File: src/rtl/riscv_pkg.sv
// Shared RV32 pipeline constants: MULDIV funct encodings, ALUOp code and the
// EX-stage multiply unit state type.
package riscv_pkg;

  localparam logic [6:0] FUNCT7_MULDIV = 7'b0000001;

  localparam logic [2:0] F3_MUL    = 3'b000;
  localparam logic [2:0] F3_MULH   = 3'b001;
  localparam logic [2:0] F3_MULHSU = 3'b010;
  localparam logic [2:0] F3_MULHU  = 3'b011;

  localparam logic [1:0] ALUOP_RTYPE = 2'b10;

  typedef enum logic [1:0] {
    IDLE,
    BUSY,
    DONE
  } ex_mul_state_t;

endpackage

File: src/rtl/ex_mul_unit.sv
// Iterative RV32M multiply unit for the EX stage: 32 shift-add iterations on
// operand magnitudes, sign fix-up on the way into DONE, stall while working.
module ex_mul_unit
  import riscv_pkg::*;
#(
  parameter int unsigned XLEN = 32
) (
  input  logic            clk_i,
  input  logic            rst_i,
  input  logic            start_i,
  input  logic [9:0]      funct_i,
  input  logic [XLEN-1:0] rs1_data_i,
  input  logic [XLEN-1:0] rs2_data_i,
  input  logic [4:0]      rd_addr_i,
  input  logic            RegWrite_i,
  output logic            stall_o,
  output logic            done_o,
  output logic [XLEN-1:0] result_o,
  output logic [4:0]      rd_addr_o,
  output logic            RegWrite_o
);

  ex_mul_state_t state_q, state_d;

  logic [XLEN-1:0]   mcand_q, mcand_d;
  logic [XLEN-1:0]   mplier_q, mplier_d;
  logic [2*XLEN-1:0] acc_q, acc_d;
  logic [4:0]        cnt_q, cnt_d;
  logic              neg_q, neg_d;
  logic [2:0]        f3_q, f3_d;
  logic [4:0]        rd_q, rd_d;
  logic              rw_q, rw_d;
  logic [XLEN-1:0]   result_q, result_d;
  logic [4:0]        rd_out_q, rd_out_d;
  logic              rw_out_q, rw_out_d;

  logic              is_mul;
  logic              s1, s2;
  logic [2*XLEN-1:0] fin;

  always_comb begin
    is_mul = (funct_i[9:3] == FUNCT7_MULDIV) && !funct_i[2];
    // Only signed operands contribute a sign; MUL is treated as unsigned since
    // the low half of the product does not depend on signedness.
    s1 = rs1_data_i[XLEN-1] &&
         ((funct_i[2:0] == F3_MULH) || (funct_i[2:0] == F3_MULHSU));
    s2 = rs2_data_i[XLEN-1] && (funct_i[2:0] == F3_MULH);
  end

  always_comb begin
    state_d  = state_q;
    mcand_d  = mcand_q;
    mplier_d = mplier_q;
    acc_d    = acc_q;
    cnt_d    = cnt_q;
    neg_d    = neg_q;
    f3_d     = f3_q;
    rd_d     = rd_q;
    rw_d     = rw_q;
    result_d = result_q;
    rd_out_d = rd_out_q;
    rw_out_d = rw_out_q;
    fin      = '0;

    unique case (state_q)
      IDLE: begin
        if (start_i && is_mul) begin
          mcand_d  = s1 ? -rs1_data_i : rs1_data_i;
          mplier_d = s2 ? -rs2_data_i : rs2_data_i;
          neg_d    = s1 ^ s2;
          f3_d     = funct_i[2:0];
          rd_d     = rd_addr_i;
          rw_d     = RegWrite_i;
          acc_d    = '0;
          cnt_d    = '0;
          state_d  = BUSY;
        end
      end
      BUSY: begin
        if (mplier_q[0]) begin
          acc_d = acc_q + ({{XLEN{1'b0}}, mcand_q} << cnt_q);
        end
        mplier_d = mplier_q >> 1;
        cnt_d    = cnt_q + 5'd1;
        // Result is registered on the last iteration so it is already valid
        // in the DONE cycle alongside the done pulse.
        if (cnt_q == '1) begin
          fin      = neg_q ? -acc_d : acc_d;
          result_d = (f3_q == F3_MUL) ? fin[XLEN-1:0] : fin[2*XLEN-1:XLEN];
          rd_out_d = rd_q;
          rw_out_d = rw_q;
          state_d  = DONE;
        end
      end
      DONE: begin
        state_d = IDLE;
      end
      default: begin
        state_d = IDLE;
      end
    endcase
  end

  always_ff @(posedge clk_i) begin
    if (rst_i) begin
      state_q  <= IDLE;
      mcand_q  <= '0;
      mplier_q <= '0;
      acc_q    <= '0;
      cnt_q    <= '0;
      neg_q    <= 1'b0;
      f3_q     <= '0;
      rd_q     <= '0;
      rw_q     <= 1'b0;
      result_q <= '0;
      rd_out_q <= '0;
      rw_out_q <= 1'b0;
    end else begin
      state_q  <= state_d;
      mcand_q  <= mcand_d;
      mplier_q <= mplier_d;
      acc_q    <= acc_d;
      cnt_q    <= cnt_d;
      neg_q    <= neg_d;
      f3_q     <= f3_d;
      rd_q     <= rd_d;
      rw_q     <= rw_d;
      result_q <= result_d;
      rd_out_q <= rd_out_d;
      rw_out_q <= rw_out_d;
    end
  end

  assign stall_o    = ((state_q == IDLE) && start_i && is_mul) || (state_q == BUSY);
  assign done_o     = (state_q == DONE);
  assign result_o   = result_q;
  assign rd_addr_o  = rd_out_q;
  assign RegWrite_o = rw_out_q;

endmodule

File: config.mk
export PLATFORM = sky130hd
export DESIGN_NAME = ex_mul_unit
export DESIGN_NICKNAME = d
export VERILOG_FILES = /design/src/rtl/riscv_pkg.sv /design/src/rtl/ex_mul_unit.sv
export SDC_FILE = /design/constraint.sdc
export NUM_CORES = 1
export LEC_CHECK = 0
export ABC_AREA = 1
export BUFFER_PORTS_ARGS = -buffer_cell sky130_fd_sc_hd__buf_2
export CORE_MARGIN = 10
export CORE_UTILIZATION = 25
export DETAILED_ROUTE_END_ITERATION = 16
export HOLD_SLACK_MARGIN = 0.06
export PLACE_DENSITY = 0.37
export SLEW_MARGIN = 20
export SYNTH_ARGS = -nofsm -noshare
export SYNTH_HDL_FRONTEND = slang
export SYNTH_SLANG_ARGS = --single-unit
File: constraint.sdc
create_clock -name clk_i -period 6 [get_ports clk_i]
set_clock_uncertainty 0.2 [all_clocks]
set_input_delay 0.3 -clock clk_i [delete_from_list [all_inputs] [get_ports clk_i]]
set_output_delay 0.3 -clock clk_i [all_outputs]
set_load 0.02 [all_outputs]
==> flow_summary.toml, run 1 <==
[grt]
grt_use_total_pct = 20.6
grt_pass1_vias = 22300
grt_pass1_wl_mm = 142
antenna_found_initial = 2
grt_start_max_net_pins = 72
overflow = 0

[placed_design]
dp_hpwl_mm = 77.0
dp_slack_ps = 287
io_buffer_count = 122
place_congestion = 0.915

[clock_tree]
cts_max_path_buffers = 2
cts_tree = "yes"
h-tree-depth = 4
root_buffer = "clkbuf_16"
post_cts_buffers = 0
clk_pin_slew_ps = 80
cts_sinks = 183
clk_latency_ps = 500
cts_made_buffers = 17

[power]
fin_total_pwr_w = 0.00266
ir_drop_v = 0.000181
power_density_nw_per_um2 = 116
p_sw_w = 0.000791
p_int_w = 0.00187
pwr-share-seq_pct = 45.7
comb_power_share_pct = 7.2
p_clk_share_pct = 47.1
p_leak_nw = 11.6
p_sw_share_pct = 29.7

[die]
ios = 123
rows = 102
initial_utilization_pct = 25.3
dieArea_um2 = 90300
die_h_um = 301
dieWidth_um = 301
core_um2 = 77700

[finish]
regArea_um2 = 3670
fillers = 9023
area_growth_pct = 16.5
fin_util_pct = 29.5
drive_above_1_share_pct = 11.0
nNetsFinal = 3937
multiInputGateArea_um2 = 13600
diodes = 0

[sta]
setup_viol = 0
worst_pin_slew_ps = 1070
slew_viol_final = 0
slew_headroom_pct = 28.4
setup_ws_ps = 262
fin_crit_sh_pct = 95.6
final_hold_viol_count = 0
layout_min_cycle_time_ps = 5740
rsz0062_at_grt = "yes"
fmax_mhz = 174

[logic_synthesis]
yosys_warnings = 0
ys_types = 56
synth-edff-count = 0
ys.flop_type = "dfxtp_1"
ys_seq_area_share_pct = 18.6
syn_inst = 3646
yosys.area.top_type = "nand2_1"
syn_avg_cell_area_um2 = 5.40
synthArstFlopShare_pct = 0
synth_top_area_share_pct = 24.9
synth_area_um2 = 19700
synth_seq_cells = 183
syn-num-nets = 3798
yosys-top-cells-area = "nand2_1 (25%), dfxtp_1 (19%), inv_1 (9.4%)"

[worst_setup_path]
end_kind = "flip-flop"
cp_slowest_cell = "mux2i_1"
critPathMostFrequentCell = "nand2_1"
crit_path_max_incr_delay_ps = 540
cp_max_fo = 11
cp.required_ps = 6210
worstSetupPathType = "flip-flop to flip-flop"
arrival_ps = 5950
startpoint_type = "flip-flop"

[flow_run]
max_cap_violations = 0

[detailed_routing]
ant_nets = 0
drt_iter0_markers = 1635
wirelength_mm = 94.9
drt_first_pass_iters = 6
detail_route.vias_per_cell = 4.70
vias = 22800
wl_per_cell_um = 19.6
drc = 0

[run_status]
status = "finished clean"

[min_path]
hold_class = "primary input to flip-flop"
-- kinds of logic after synthesis --
logic type / Yosys count / share of synthesized area (%)
compound gates: 552 / 15.2
xor+xnor: 28 / 1.25
fa+ha+maj: 69 / 4.42
buf+inv: 646 / 12.4
flops: 183 / 18.6
mux: 35 / 1.78
simple gates: 2133 / 46.3
-- layout make-up --
class	instances	share of cell area, %
Clock buffer	17	1.86
Clock inverter	15	0.830
Inverter	512	8.38
Multi-Input combinational cell	2817	59.4
Sequential cell	183	16.0
Tap cell	1040	5.68
Timing Repair Buffer	254	7.84
-- metal layers --
| metal | global-route usage (%) | share of wire, % |
|---|---|---|
| met3 | 1.70 | 2.8 |
| met2 | 34.5 | 47 |
| met1 | 27.2 | 47 |
| met4 | 7.45 | 3.5 |
| met5 | 0 | 0 |
-- power by group through the flow --
| stage | sequential, W | clock [W] | combinational (W) |
|---|---|---|---|
| after floorplan | 0.00124 | 0 | 0.0000824 |
| after global placement | 0.00124 | 0 | 0.000158 |
| after detailed placement | 0.00124 | 0 | 0.000158 |
| after CTS | 0.00121 | 0.00130 | 0.000194 |
| after global routing | 0.00121 | 0.00133 | 0.000215 |
| final | 0.00121 | 0.00125 | 0.000192 |
-- placed cells by master, fill, tap and decap left out, types with 60 or more instances in the layout --
cell and count:
a21oi_1 207, buf_2 121, buf_4 60, dfxtp_1 181
dlygate4sd3_1 72, ha_1 67, inv_1 490, nand2_1 1304
nand3_1 247, nor2_1 331, o21ai_0 241
-- cell usage after synthesis, types with 33 or more instances --
cell type	instances
nand2_2	48
nand3_1	247
clkbuf_1	98
dfxtp_1	183
nand2_1	1304
o21ai_0	252
a21oi_1	207
or2_2	37
nor2_1	337
mux2i_1	35
ha_1	68
inv_1	493
nand3_2	33
a31oi_1	33
nor3_1	40
-- flip-flops by register name (all words and copies together) (netlist names) --
name / count
acc_q: 64
mcand_q: 32
mplier_q: 32
result_o: 32
cnt_q: 5
rd_addr_o: 5
rd_q: 5
f3_q: 3
state_q: 2
RegWrite_o: 1
neg_q: 1
rw_q: 1
-- worst max-delay path: cells and delay by family (launching register included) --
kind	cells	cell delay, ps
adders and majority gates	1	330
and+or+nand+nor	18	2580
buffers and inverters	4	610
AOI/OAI and AO/OA	5	980
DFF	1	410
muxes	1	540
-- worst paths after layout --
check | start | endpoint | slack [ps] | cells after the start
min | rs1_data_i[27] | mcand_q[27] | 110 | 4
min reg2reg | acc_q[63] | acc_q[63] | 270 | 2
max | cnt_q[0] | result_o[21] | 260 | 29
max reg2reg | cnt_q[0] | result_o[21] | 260 | 29
-- metrics by stage --
stage                     TNS [ps]  hold WS [ps]  cell area [µm²]  cells
final                            0           114            22900   4838
after global routing         -12.8           117            22900   4838
after CTS                        0          67.5            22900   4838
after detailed placement         0           257            21600   4734
after global placement           0           256            21600   4734
after floorplan                  0           237            19700   3646
-- repair_timing --
action,4_1_cts,5_1_grt
resized for setup,0,17
hold buffers,72,0
hold endpoints to repair,67,0
endpoints found under the setup margin,0,18
No activity file was read; power rests on OpenSTA's default activity.
==> run 2: changes to the inputs <==
Settings changed: CELL_PAD_IN_SITES_DETAIL_PLACEMENT set to 1, CELL_PAD_IN_SITES_GLOBAL_PLACEMENT set to 1, PLACE_DENSITY 0.37 to 0.63, SLEW_MARGIN 20 to unset.
==> run 2 against run 1 <==
Combinational power about the same. Global-route usage decreased by 0.36 points. Cell count decreased by 0.41%. Utilization decreased by 0.14 points. Maximum frequency increased by 1.3%. Count of clock-buffer cells in the layout unchanged. Hold slack got worse by 6.1 ps. First-iteration DRC count decreased by 15%. Register-to-register slack improved by 80 ps. Power increased by 0.86%.
==> flow_summary.toml, run 2 (synthesis results as in run 1) <==
[run_status]
status = "finished clean"

[sta]
layout_min_cycle_time_ps = 5660
setup_viol = 0
fin_crit_sh_pct = 94.4
fmax_mhz = 177
final_hold_viol_count = 0
hold_ws_ps = 108
slew_headroom_pct = 35.3
worst_pin_slew_ps = 963
slew_viol_final = 0
final.setup.tns_ps = 0

[detailed_routing]
wirelength_mm = 93.5
wl_per_cell_um = 19.4
drt_iter0_markers = 1392
ant_nets = 0
drt_first_pass_iters = 5
drc = 0
vias = 23600
detail_route.vias_per_cell = 4.89

[power]
power_density_nw_per_um2 = 118
ir_drop_v = 0.000165
p_leak_nw = 11.5
fin_total_pwr_w = 0.00268

[clock_tree]
clk_latency_ps = 510
h-tree-depth = 4
clk_pin_slew_ps = 90
cts_max_path_buffers = 2
cts_tree = "yes"
root_buffer = "clkbuf_16"
cts_made_buffers = 17
cts_sinks = 183

[worst_setup_path]
cp.required_ps = 6240
worstSetupPathType = "flip-flop to flip-flop"
end_kind = "flip-flop"
critPathTopFamily = "simple AND/OR/NAND/NOR gates"
crit_path_max_incr_delay_ps = 550
startpoint_type = "flip-flop"
cp_max_fo = 13
cp_num_buf_inv = 4
cp_slowest_cell = "ha_1"
arrival_ps = 5900
cp_cell_sequence = "clkinvlp_4 -> buf_4 -> o21ai_0 -> mux2i_1 -> o21ai_0 -> o21ai_0 -> ha_1 -> nand2_1 -> nor2_1 -> nand2_1 -> inv_1 -> nand2_1 -> nor2_1 -> nand2_1 -> nand2_1 -> nand4_1 -> nand2_1 -> nand2_1 -> xor2_1 -> inv_1 -> nand3_1 -> nand3_1 -> a21oi_1"
ff2ff_path_depth = 23
crit_cells = 23
critPathMostFrequentCell = "nand2_1"

[finish]
final_common_cell = "nand2_1"
fillers = 10400
regArea_um2 = 3670
area_growth_pct = 15.9
nNetsFinal = 3917
diodes = 0
largest_reg_flops = 64
multiInputGateArea_um2 = 13600
layout_common_cells = "nand2_1 (1303), inv_1 (489), nor2_1 (331)"
drive_above_1_share_pct = 10.4
largest-register = "acc_q"

[min_path]
hold_class = "primary input to flip-flop"
hold_depth = 2

[grt]
grt_use_total_pct = 20.2
grt_start_max_net_pins = 88
grt_pass1_vias = 23700
grt_pass1_wl_mm = 143
antenna_found_initial = 1
overflow = 0

[die]
dieWidth_um = 301
rows = 102
die_h_um = 301
initial_utilization_pct = 25.3
dieArea_um2 = 90300
core_um2 = 77700
ios = 123

[flow_run]
max_cap_violations = 0

[placed_design]
io_buffer_count = 122
dp_hpwl_mm = 75.9
place_congestion = 0.985
-- run 2: worst paths after layout --
kind	from	to	slack (ps)
worst max-delay path	cnt_q[1]	result_o[31]	340
worst min-delay path	rst_i	state_q[1]	110
worst max register to register	cnt_q[1]	result_o[31]	340
worst min register to register	mplier_q[31]	mplier_q[31]	270
-- run 2: power by group --
group          switching, W  leakage (nW)  internal (W)
combinational      0.000111          9.74     0.0000842
clock              0.000657         0.312      0.000616
sequential      0.000000633          1.47       0.00121
total              0.000769          11.5       0.00191
-- run 2: timing repair --
| action | 4_1_cts | 5_1_grt |
|---|---|---|
| setup endpoints to repair | 0 | 22 |
| buffers inserted | 0 | 1 |
| hold buffers | 75 | 0 |
| hold endpoints to repair | 69 | 0 |
| gates resized for setup | 0 | 13 |
-- run 2: final cells by class --
type	count	area share [%]
multi-input combinational	2817	59.7
sequential	183	16.1
inverter	512	8.46
timing repair buffer	233	7.25
tap	1040	5.70
clock buffer	17	1.86
clock inverter	15	0.943
timing repair inverter	1	0.0219
-- run 2: routing by layer --
| layer | wire (µm) | global-route usage (%) |
|---|---|---|
| met1 | 43000 | 26.3 |
| met2 | 42900 | 33.7 |
| met3 | 4160 | 2.72 |
| met4 | 3430 | 7.38 |
| met5 | 0 | 0 |
-- run 2: per-stage QoR --
step	util (%)	cells	area, µm²	worst slack, ps
after floorplan	-	3646	19700	1870
after global placement	27.5	4709	21400	244
after detailed placement	27.5	4709	21400	277
after CTS	29.3	4816	22800	259
after global routing	29.4	4818	22800	-2.26
final	29.4	4818	22800	338
